[config.mk]
export PLATFORM = sky130hd
export DESIGN_NAME = rr_encoder_8_3
export DESIGN_NICKNAME = d
export VERILOG_FILES = /design/src/rtl/rr_encoder_8_3_pkg.sv /design/src/rtl/rr_encoder_8_3_pick.sv /design/src/rtl/rr_encoder_8_3.sv
export SDC_FILE = /design/constraint.sdc
export NUM_CORES = 1
export LEC_CHECK = 0
export ABC_AREA = 1
export BUFFER_PORTS_ARGS = -buffer_cell sky130_fd_sc_hd__buf_2
export CAP_MARGIN = 15
export CORE_MARGIN = 1
export CORE_UTILIZATION = 45
export CTS_CLUSTER_DIAMETER = 100
export DETAILED_ROUTE_END_ITERATION = 10
export HOLD_SLACK_MARGIN = 0.02
export PLACE_DENSITY_LB_ADDON = 0.2
export SYNTH_ARGS = -nofsm -noshare
export SYNTH_HDL_FRONTEND = slang
export SYNTH_SLANG_ARGS = --single-unit
[constraint.sdc]
create_clock -name clk -period 4 [get_ports clk]
set_input_delay 0.2 -clock clk [delete_from_list [all_inputs] [get_ports clk]]
set_output_delay 0.2 -clock clk [all_outputs]
set_load 0.01 [all_outputs]
[src/rtl/rr_encoder_8_3_pkg.sv]
// ---------------------------------------------------------------------------
// rr_encoder_8_3_pkg
//   Shared definitions for the round-robin 8->3 priority encoder.
//   - RR_N / RR_W : default request count and index width
//   - rr_state_t  : grant FSM states (IDLE: nothing pending, HOLD: grant
//                   presented to the consumer)
// ---------------------------------------------------------------------------
package rr_encoder_8_3_pkg;

    localparam int RR_N = 8;
    localparam int RR_W = $clog2(RR_N);

    typedef enum logic {
        ST_IDLE = 1'b0,
        ST_HOLD = 1'b1
    } rr_state_t;

endpackage

[src/rtl/rr_encoder_8_3_pick.sv]
// ---------------------------------------------------------------------------
// rr_encoder_8_3_pick
//   Combinational circular first-one finder.
//   Returns the first set bit of v when scanning p, p+1, ..., N-1, 0, ..., p-1.
//   Ports:
//     v   in  N  candidate vector
//     p   in  W  scan start position
//     idx out W  index of the first set bit (0 when none)
//     any out 1  at least one bit of v is set
// ---------------------------------------------------------------------------
module rr_encoder_8_3_pick #(
    parameter int N = 8,
    parameter int W = $clog2(N)
) (
    input  logic [N-1:0] v,
    input  logic [W-1:0] p,
    output logic [W-1:0] idx,
    output logic         any
);

    // Rotating the doubled vector right by p puts position p at bit 0, so a
    // plain lowest-set-bit search on the low half is the circular scan.
    logic [N-1:0] rot;

    always_comb begin
        rot = N'({v, v} >> p);
        idx = '0;
        any = 1'b0;
        // Descending loop: the last hit written is the lowest rotated bit.
        for (int i = N - 1; i >= 0; i--) begin
            if (rot[i]) begin
                idx = p + W'(i);   // N is a power of two, so W-bit add wraps mod N
                any = 1'b1;
            end
        end
    end

endmodule

[src/rtl/rr_encoder_8_3.sv]
// ---------------------------------------------------------------------------
// rr_encoder_8_3
//   Round-robin priority encoder with a valid/ready output handshake.
//   Captures one of the active request lines into a registered index, holds
//   it until the consumer takes it, then rotates priority past the granted
//   line. A still-pending request set is re-picked on the firing edge, so
//   grants can stream back-to-back.
//   Ports:
//     clk        in  1  clock, rising edge
//     resetn     in  1  synchronous active-low reset
//     flush      in  1  drop any pending grant, pointer kept
//     req        in  N  level request lines (multi-hot allowed)
//     out_valid  out 1  grant pending
//     out_ready  in  1  consumer accepts (fire = out_valid & out_ready)
//     out_idx    out W  granted line index
//     out_onehot out N  1 << out_idx while out_valid, else 0
//     ptr_o      out W  round-robin scan start pointer
// ---------------------------------------------------------------------------
module rr_encoder_8_3
    import rr_encoder_8_3_pkg::*;
#(
    parameter int N = RR_N,
    parameter int W = $clog2(N)
) (
    input  logic         clk,
    input  logic         resetn,
    input  logic         flush,
    input  logic [N-1:0] req,
    output logic         out_valid,
    input  logic         out_ready,
    output logic [W-1:0] out_idx,
    output logic [N-1:0] out_onehot,
    output logic [W-1:0] ptr_o
);

    rr_state_t    state, state_n;
    logic [W-1:0] ptr, ptr_n;
    logic [W-1:0] idx, idx_n;

    logic         fire;
    logic [W-1:0] after_idx;
    logic [N-1:0] rest_req;
    logic [W-1:0] cap_idx, rep_idx;
    logic         cap_any, rep_any;

    // Outputs come only from registers; req never reaches them combinationally.
    assign out_valid  = (state == ST_HOLD);
    assign out_idx    = idx;
    assign out_onehot = out_valid ? (N'(1) << idx) : '0;
    assign ptr_o      = ptr;

    assign fire      = out_valid & out_ready;
    assign after_idx = idx + W'(1);
    // Exclude the line being granted so a held request cannot win twice in a row.
    assign rest_req  = req & ~out_onehot;

    rr_encoder_8_3_pick #(.N(N), .W(W)) u_pick_capture (
        .v   (req),
        .p   (ptr),
        .idx (cap_idx),
        .any (cap_any)
    );

    rr_encoder_8_3_pick #(.N(N), .W(W)) u_pick_repick (
        .v   (rest_req),
        .p   (after_idx),
        .idx (rep_idx),
        .any (rep_any)
    );

    always_ff @(posedge clk) begin
        if (!resetn) begin
            state <= ST_IDLE;
            ptr   <= '0;
            idx   <= '0;
        end else begin
            state <= state_n;
            ptr   <= ptr_n;
            idx   <= idx_n;
        end
    end

    // Edge priority: flush over fire over new capture.
    always_comb begin
        state_n = state;
        ptr_n   = ptr;
        idx_n   = idx;
        if (flush) begin
            state_n = ST_IDLE;
        end else if (fire) begin
            ptr_n = after_idx;
            if (rep_any) begin
                idx_n = rep_idx;
            end else begin
                state_n = ST_IDLE;
            end
        end else if (state == ST_IDLE && cap_any) begin
            idx_n   = cap_idx;
            state_n = ST_HOLD;
        end
    end

endmodule
Word-level counts from Yosys, hierarchy flattened
Cells that the tools add are included.

operators by class
  bitwise logic cells = 6
  multiplexer cells = 39
  eq/ne operators = 2
  add/sub/neg operators = 15
  shifts and indexed selects = 3
  reductions and logical operators = 6

operators by type and width
  cell                 number
  $mux 3               19
  $shr 16x3->8         2
  $add 3x3->3 const B  8
  $mux 1               19
  $add 3x2->3 const B  4
  $add 3x1->3 const B  3
  $and 8x8->8          1
  $mux 8               1
  $not 8->8            1
  $shl 1x3->8 const A  1
  $reduce_and 2->1     2
  $not 1->1            3
  $reduce_and 3->1     1
  $ne 2x1->1 const B   1
  $ne 2x2->1 const B   1
  $reduce_bool 2->1    1
  $reduce_or 2->1      1
  $and 1x1->1          1
  $logic_and 1x1->1    1

storage, ports and cells
  bits in registers = 7
  bits of input ports = 12
  output and inout bits = 15

Depth between registers and ports, before layout
Gate-level depths: netlist of the first run.

  word-level depth = 15
  gate-level depth with buffers = 20

By module
Synthesis of the first run repeated with hierarchy kept, for this count alone.

second synthesis, totals
  cell total of the unflattened synthesis = 338
  area, all modules = 1953.1 µm²

by module, submodules not included
  module               instances  cells each  area an instance (µm²)  sequential area each (µm²)
  rr_encoder_8_3_pick  2          125         689.4                   0.0
  rr_encoder_8_3       1          88          574.3                   140.1

Least setup slack after synthesis of the first run
OpenSTA, ideal clock, no wires.

  path kind = reg-to-reg
  start = register idx[0] (netlist: out_idx[0])
  end = register idx[0] (netlist: out_idx[0])
  data arrival time = 2.239 ns
  cell stages (with the launch flop) = 19
  path slack = 1.649 ns
  setup time = 0.113 ns
  buffers on the path = 2
  cell sequence = dfxtp_1 inv_1 buf_2 ha_1 inv_1 buf_2 nand3_1 nand2_1 nand2_1 nand2_2 inv_2 nor2_4 nand3_2 nor3_4 nor2_4 o21ai_2 nand2_1 nand2_1 nor2_1

RTL lines
  item                                           RTL line                                              source
  start, declared                                rr_encoder_8_3.sv:38                                  logic [W-1:0] idx, idx_n;
  start signal, assigned                         rr_encoder_8_3.sv:79                                  idx <= idx_n;
  $add 3x1->3 *                                  rr_encoder_8_3.sv:53                                  assign after_idx = idx + W'(1);
  via after_idx[0]                               rr_encoder_8_3.sv:41                                  logic [W-1:0] after_idx;
  $add 3x3->3 or $shr 16x3->8 (tied branches)    rr_encoder_8_3_pick.sv:32, rr_encoder_8_3_pick.sv:26
  $mux 3 or $mux 1 (tied branches) (8 in a row)  rr_encoder_8_3_pick.sv:31                             if (rot[i]) begin
  $mux 3 or $ne 2x1->1 (tied branches)           n/a
  $mux 3 or $reduce_and 3->1 (tied branches)     n/a

Mark *: on every way through the listed nets, which the timed path passes. The rest lies on a longest branch. The select of a mux whose other input is x is not followed.
A chain may end at the register's enable or synchronous reset.

Worst setup path in the final report of the first run
  start = register idx[0] (netlist: out_idx[0])
  end = register idx[0] (netlist: out_idx[0])

RTL lines
  item                                                  RTL line                   source
  $add 3x1->3 *                                         rr_encoder_8_3.sv:53
  via after_idx[1]                                      rr_encoder_8_3.sv:41
  $shr 16x3->8 *                                        rr_encoder_8_3_pick.sv:26  rot = N'({v, v} >> p);
  $mux 1 or $mux 3 (tied branches) (8 in a row)         rr_encoder_8_3_pick.sv:31
  $ne 2x1->1 (no line) or $mux 3 (tied branches)        n/a
  $reduce_and 3->1 (no line) or $mux 3 (tied branches)  n/a

Marks and branches as above.

==> flow_metrics.tcl, run 1 <==
set metrics [dict create \
    diodes 0 \
    ir_worst_vdd_uv 236 \
    grt_overflow 0 \
    yosysTopAreaCellShare_pct 18.6 \
    yosys_warnings 0 \
    start_kind "flop" \
    holdWs_ns 0.190 \
    core-area_um2 3800 \
    slew_viol_final 0 \
    min_period_ns 2.88 \
    drt_iter0_drc 128 \
    cts.path.max_buffers 2 \
    dieArea_um2 4380 \
    syn_area_per_cell_um2 5.75 \
    powerDensity_nw_per_um2 291 \
    setup_ws_ns 1.12 \
    post_synth_num_cell_types 34 \
    yosysTopAreaCell "nand2_1" \
    critical_path_peak_fanout 15 \
    dp.cells 385 \
    r2r_cells 17 \
    ys_top_cells_by_area "nand2_1, nand3_1, nand3_2" \
    ys_ff_latch 7 \
    cts_tree "yes" \
    stdcell_count 389 \
    placed_area_um2 1970 \
    critical_path.endpoint "out_idx[0]" \
    rr_startpoint "out_idx[0]" \
    grt_use_total_pct 23.3 \
    rsz0062_at_grt "false" \
    r2r_end "out_idx[0]" \
    clk_latency_ns 0.22 \
    portBuffers 26 \
    grt_pass1_vias 1847 \
    rows 22 \
    worstSetupEndpointType "flop" \
    cts_hold_buf 0 \
    synth_most_common_cell "nand2_1" \
    cp_data_required_time_ns 4.12 \
    p_sw_share_pct 52.4 \
    status "finished clean" \
    worst_pin_slew_ns 0.641 \
    fin_tns_setup_ns 0 \
    period_share_pct 71.9 \
    drive_gt1_share_pct 26.4 \
    hold_class "input pin to flop" \
    synth-edff-count 0 \
    die_y_um 66.2 \
    gp_congestion 0.926 \
    postCtsSetupBuffers 0 \
    synth_ff_type "dfxtp_1" \
    grt_pass1_wl_um 8090 \
    crit_path_start "out_idx[0]" \
    drt-wirelength-per-cell_um 12.2 \
    arrival_ns 3.00 \
    finClkSkew_ns 0.000576 \
    final_antenna_net_count 0 \
    slew_headroom_pct 57.2 \
    seq_area_frac_synth_pct 7.56 \
    drcViolationCount 0 \
    stdcell_area_um2 2020 \
    r2r_slack_ns 1.12 \
    hold_viol_final 0 \
    numCtsBuffers 3 \
    ioPinCount 27 \
    seqPwrFrac_pct 14.9 \
    final.fill_count 412 \
    cts.reportedPaths.clkPinSlew_ns 0.04 \
    finalSetupViolations 0 \
    p_leak_nw 1.10 \
    total_power_mw 0.588 \
    syn_nets 343 \
    cap_violations 0 \
    critPathKind "flop to flop" \
    power_report.internal_total_mw 0.280 \
    yosys-top-cells-count "nand2_1, nand3_1, inv_1" \
    pre_cts_ws_ns 1.17 \
    power_switching_mw 0.308 \
    grt_max_degree 18 \
    fmax_mhz 348 \
    htree_levels 1 \
    vias 2060 \
    syn_inst 322 \
    cts_resized 0 \
    vias_per_cell 5.30 \
    place_hpwl_um 3850 \
    die_x_um 66.2 \
    fin_nets 363 \
    combinationalPowerShare_pct 68.4 \
    antenna_found_initial 0 \
    cts_root_buf "clkbuf_8" \
    synthToLayoutAreaGrowth_pct 8.91 \
    min_from "flush" \
    synth_area_um2 1850 \
    power_frac_clock_pct 16.7 \
    dr.pass1.iters 5 \
    cts.sinks 7 \
    fin_util_pct 53.1 \
    synthArstFlopShare_pct 0 \
    wl_um 4740 \
    initial_core_util_pct 48.8 \
]
## logic make-up (layout without fill, tap and decap cells)
| group | Yosys count | after routing | share of synthesized area, % |
|---|---|---|---|
| AO/OA/AOI/OAI | 50 | 50 | 17.6 |
| adder cells (fa/ha/maj) | 9 | 9 | 6.08 |
| flip-flops | 7 | 7 | 7.56 |
| AND/OR/NAND/NOR | 197 | 197 | 53.2 |
| XOR/XNOR | 7 | 7 | 3.31 |
| buffers and inverters | 52 | 71 | 12.3 |
## flip-flops by register name (all words and copies together) (netlist names)
signal and flops:
out_idx 3, ptr_o 3, out_valid 1
## per-layer routing
metal  GRT usage (%)  part of all wire, %
met1            34.2                   52
met2            35.6                   42
met3            3.62                  5.4
met4            4.52                 0.80
met5               0                    0
## how the worst min path moves through the flow
| stage | end | cells past startpoint | slack [ns] |
|---|---|---|---|
| global route | out_valid | 2 | 0.19 |
| finish | out_valid | 2 | 0.19 |
| floorplan | out_valid | 1 | 0.28 |
| detailed placement | out_valid | 2 | 0.41 |
| CTS | out_valid | 2 | 0.19 |
| global placement | out_valid | 2 | 0.42 |
## critical path, cell delays in order (launching register included)
cell and delay [ns]:
dfxtp_1 0.30, buf_4 0.20, inv_1 0.22, ha_1 0.54, inv_1 0.33, nand3_1 0.16
nand2_1 0.09, nand2_1 0.06, nand2_2 0.12, inv_2 0.07, nor2_4 0.12, nand3_2 0.09
nor3_4 0.17, nor2_4 0.08, o21ai_2 0.07, nand2_1 0.06, nand2_1 0.06, nor2_1 0.03
## area by class of cell
class	count	area, um^2	share of cell area [%]
Timing Repair Buffer	27	138	6.82
Tap cell	48	60.1	2.98
Clock buffer	4	45.0	2.23
Sequential cell	7	140	6.94
Inverter	40	150	7.44
Multi-Input combinational cell	263	1490	73.6
## power by group through the flow
stage	clock [mW]	combinational [mW]	sequential, mW
floorplan	0	0.326	0.0854
detailed placement	0	0.396	0.0884
CTS	0.0990	0.398	0.0874
global placement	0	0.398	0.0885
global route	0.104	0.452	0.0884
finish	0.0982	0.402	0.0874
## cells in the final DEF, fill, tap and decap left out, types with 4 or more instances in the layout
cell,synthesis,final
a21oi_1,17,17
buf_2,8,26
dfxtp_1,7,7
ha_1,9,9
inv_1,30,30
inv_2,10,10
nand2_1,92,92
nand2_2,14,14
nand3_1,42,42
nand3_2,15,15
nor2_1,20,20
o21ai_0,6,6
o21ai_1,6,6
o21ai_2,10,10
xnor2_1,4,4
No activity file was read; power rests on OpenSTA's default activity.
==> run 2: changes to the inputs <==
==> constraint.sdc (replaced) <==
create_clock -name clk -period 2.54 [get_ports clk]
set_input_delay 0.127 -clock clk [delete_from_list [all_inputs] [get_ports clk]]
set_output_delay 0.127 -clock clk [all_outputs]
set_load 0.01 [all_outputs]
==> run 2 against run 1 <==
  * Count of clock-buffer cells in the layout is the same
  * Fmax grew 24%
  * First-iteration DRC count grew 3.9%
  * Utilization grew 1.8 points
  * Critical endpoint unchanged
  * Via count grew 2.2%
  * Worst setup slack lost 0.91 ns
  * Cell count grew 2.1%
  * Sequential power grew 50%
==> flow_metrics.tcl, run 2 (synthesis gave the netlist of run 1 again) <==
set metrics [dict create \
    status "finished clean" \
    finalSetupViolations 0 \
    finClkSkew_ns 0.00159 \
    final_cell_mix "nand2_1, nand3_1, inv_1, buf_2, nor2_1" \
    worstSetupEndpointType "flop" \
    slew_viol_final 0 \
    drt-wirelength-per-cell_um 12.7 \
    core-area_um2 3800 \
    die_x_um 66.2 \
    die_y_um 66.2 \
    grt_use_total_pct 25.5 \
    fin_util_pct 54.9 \
    hold_class "input pin to flop" \
    place_hpwl_um 4090 \
    r2r_cells 15 \
    vias_per_cell 5.30 \
    drt_iter0_drc 133 \
    arrival_ns 2.45 \
    multi_input_area_um2 1490 \
    start_kind "flop" \
    portBuffers 26 \
    holdWs_ns 0.104 \
    hold_viol_final 0 \
    critical_path_peak_fanout 13 \
    drcViolationCount 0 \
    worst_pin_slew_ns 0.550 \
    critPathKind "flop to flop" \
    dp.cells 393 \
    final.fill_count 424 \
    numCtsBuffers 3 \
    synthToLayoutAreaGrowth_pct 12.6 \
    powerDensity_nw_per_um2 459 \
    gp_congestion 0.985 \
    vias 2105 \
    grt_max_degree 15 \
    fin_nets 371 \
    grt_pass1_vias 1914 \
    rows 22 \
    dr.pass1.iters 4 \
    diodes 0 \
    total_power_mw 0.957 \
    min_period_ns 2.32 \
    cts_tree "yes" \
    fin_tns_setup_ns 0 \
    stdcell_count 397 \
    p_leak_nw 1.13 \
    cts.reportedPaths.clkPinSlew_ns 0.04 \
    ioPinCount 27 \
    grt_overflow 0 \
    whs_path_depth 2 \
    cp_data_required_time_ns 2.66 \
    drive_gt1_share_pct 28.7 \
    cts.sinks 7 \
    period_share_pct 91.5 \
    ir_worst_vdd_uv 295 \
    dieArea_um2 4380 \
    grt_pass1_wl_um 8710 \
    r2r_slack_ns 0.22 \
    clk_latency_ns 0.23 \
    wl_um 5060 \
    rsz0062_at_grt "false" \
    slew_headroom_pct 63.3 \
    htree_levels 1 \
    antenna_found_initial 0 \
    regArea_um2 140 \
    layout_commonest_cell "nand2_1" \
    cts.path.max_buffers 2 \
    initial_core_util_pct 48.8 \
    cts_root_buf "clkbuf_8" \
    fmax_mhz 430 \
    final_antenna_net_count 0 \
    cap_violations 0 \
]
==> run 2: changes by cell type in the layout (fill, tap and decap cells not counted), sizes merged <==
cell / change
clkinvlp: +2
buf: +8
inv: -2
==> run 2: final timing paths <==
path,start,endpoint
worst max register to register,ptr_o[0],out_idx[0]
worst min-delay path,flush,out_valid
worst max-delay path,ptr_o[0],out_idx[0]
worst min register to register,out_idx[2],out_idx[2]
==> run 2: through the flow <==
stage	area (um^2)	setup slack, ns
after global placement	2030	0.222
after detailed placement	2030	0.221
after CTS	2080	0.206
after floorplan	1850	0.189
final	2090	0.216
after global routing	2090	0.0142
==> run 2: cell type report <==
class / count / share of cell area, %
well taps: 48 / 2.88
inverters: 40 / 7.56
multi-input cells: 263 / 71.2
clock buffers: 4 / 2.16
repair buffers: 35 / 9.48
flip-flops and latches: 7 / 6.72
==> run 2: critical path, stage by stage, from the launching register on <==
cell     delay, ns
dfxtp_1       0.62
inv_2         0.17
a21oi_1       0.24
nand2_1       0.15
nand3_2       0.12
nand2_2       0.10
nor2_1        0.11
nand4_1       0.15
nand2_1       0.14
a21oi_2       0.07
inv_2         0.07
nor2_4        0.04
o21ai_2       0.07
nand2_1       0.07
nand2_1       0.06
nor2_1        0.04
==> run 2: timing repair <==
action	in CTS	in global routing
hold buffers	0	0
endpoints found under the hold margin	0	0
endpoints found under the setup margin	0	3
resized for setup	0	2
setup buffers	0	0
==> run 2: routing by layer <==
layer / vias up / share of wire [%] / global-route usage, % / wire, um
li1: 1100 / - / - / -
met1: 938 / 51 / 36.6 / 2560
met2: 65 / 43 / 39.9 / 2180
met3: 2 / 6.0 / 3.97 / 301
met4: 0 / 0.32 / 5.05 / 16
met5: - / 0 / 0 / 0
==> run 2: where the power goes <==
part | internal (mW) | total [mW] | switching [mW]
Clock | 0.109 | 0.161 | 0.0518
Sequential | 0.118 | 0.131 | 0.0126
Combinational | 0.230 | 0.666 | 0.436
Total | 0.457 | 0.957 | 0.500
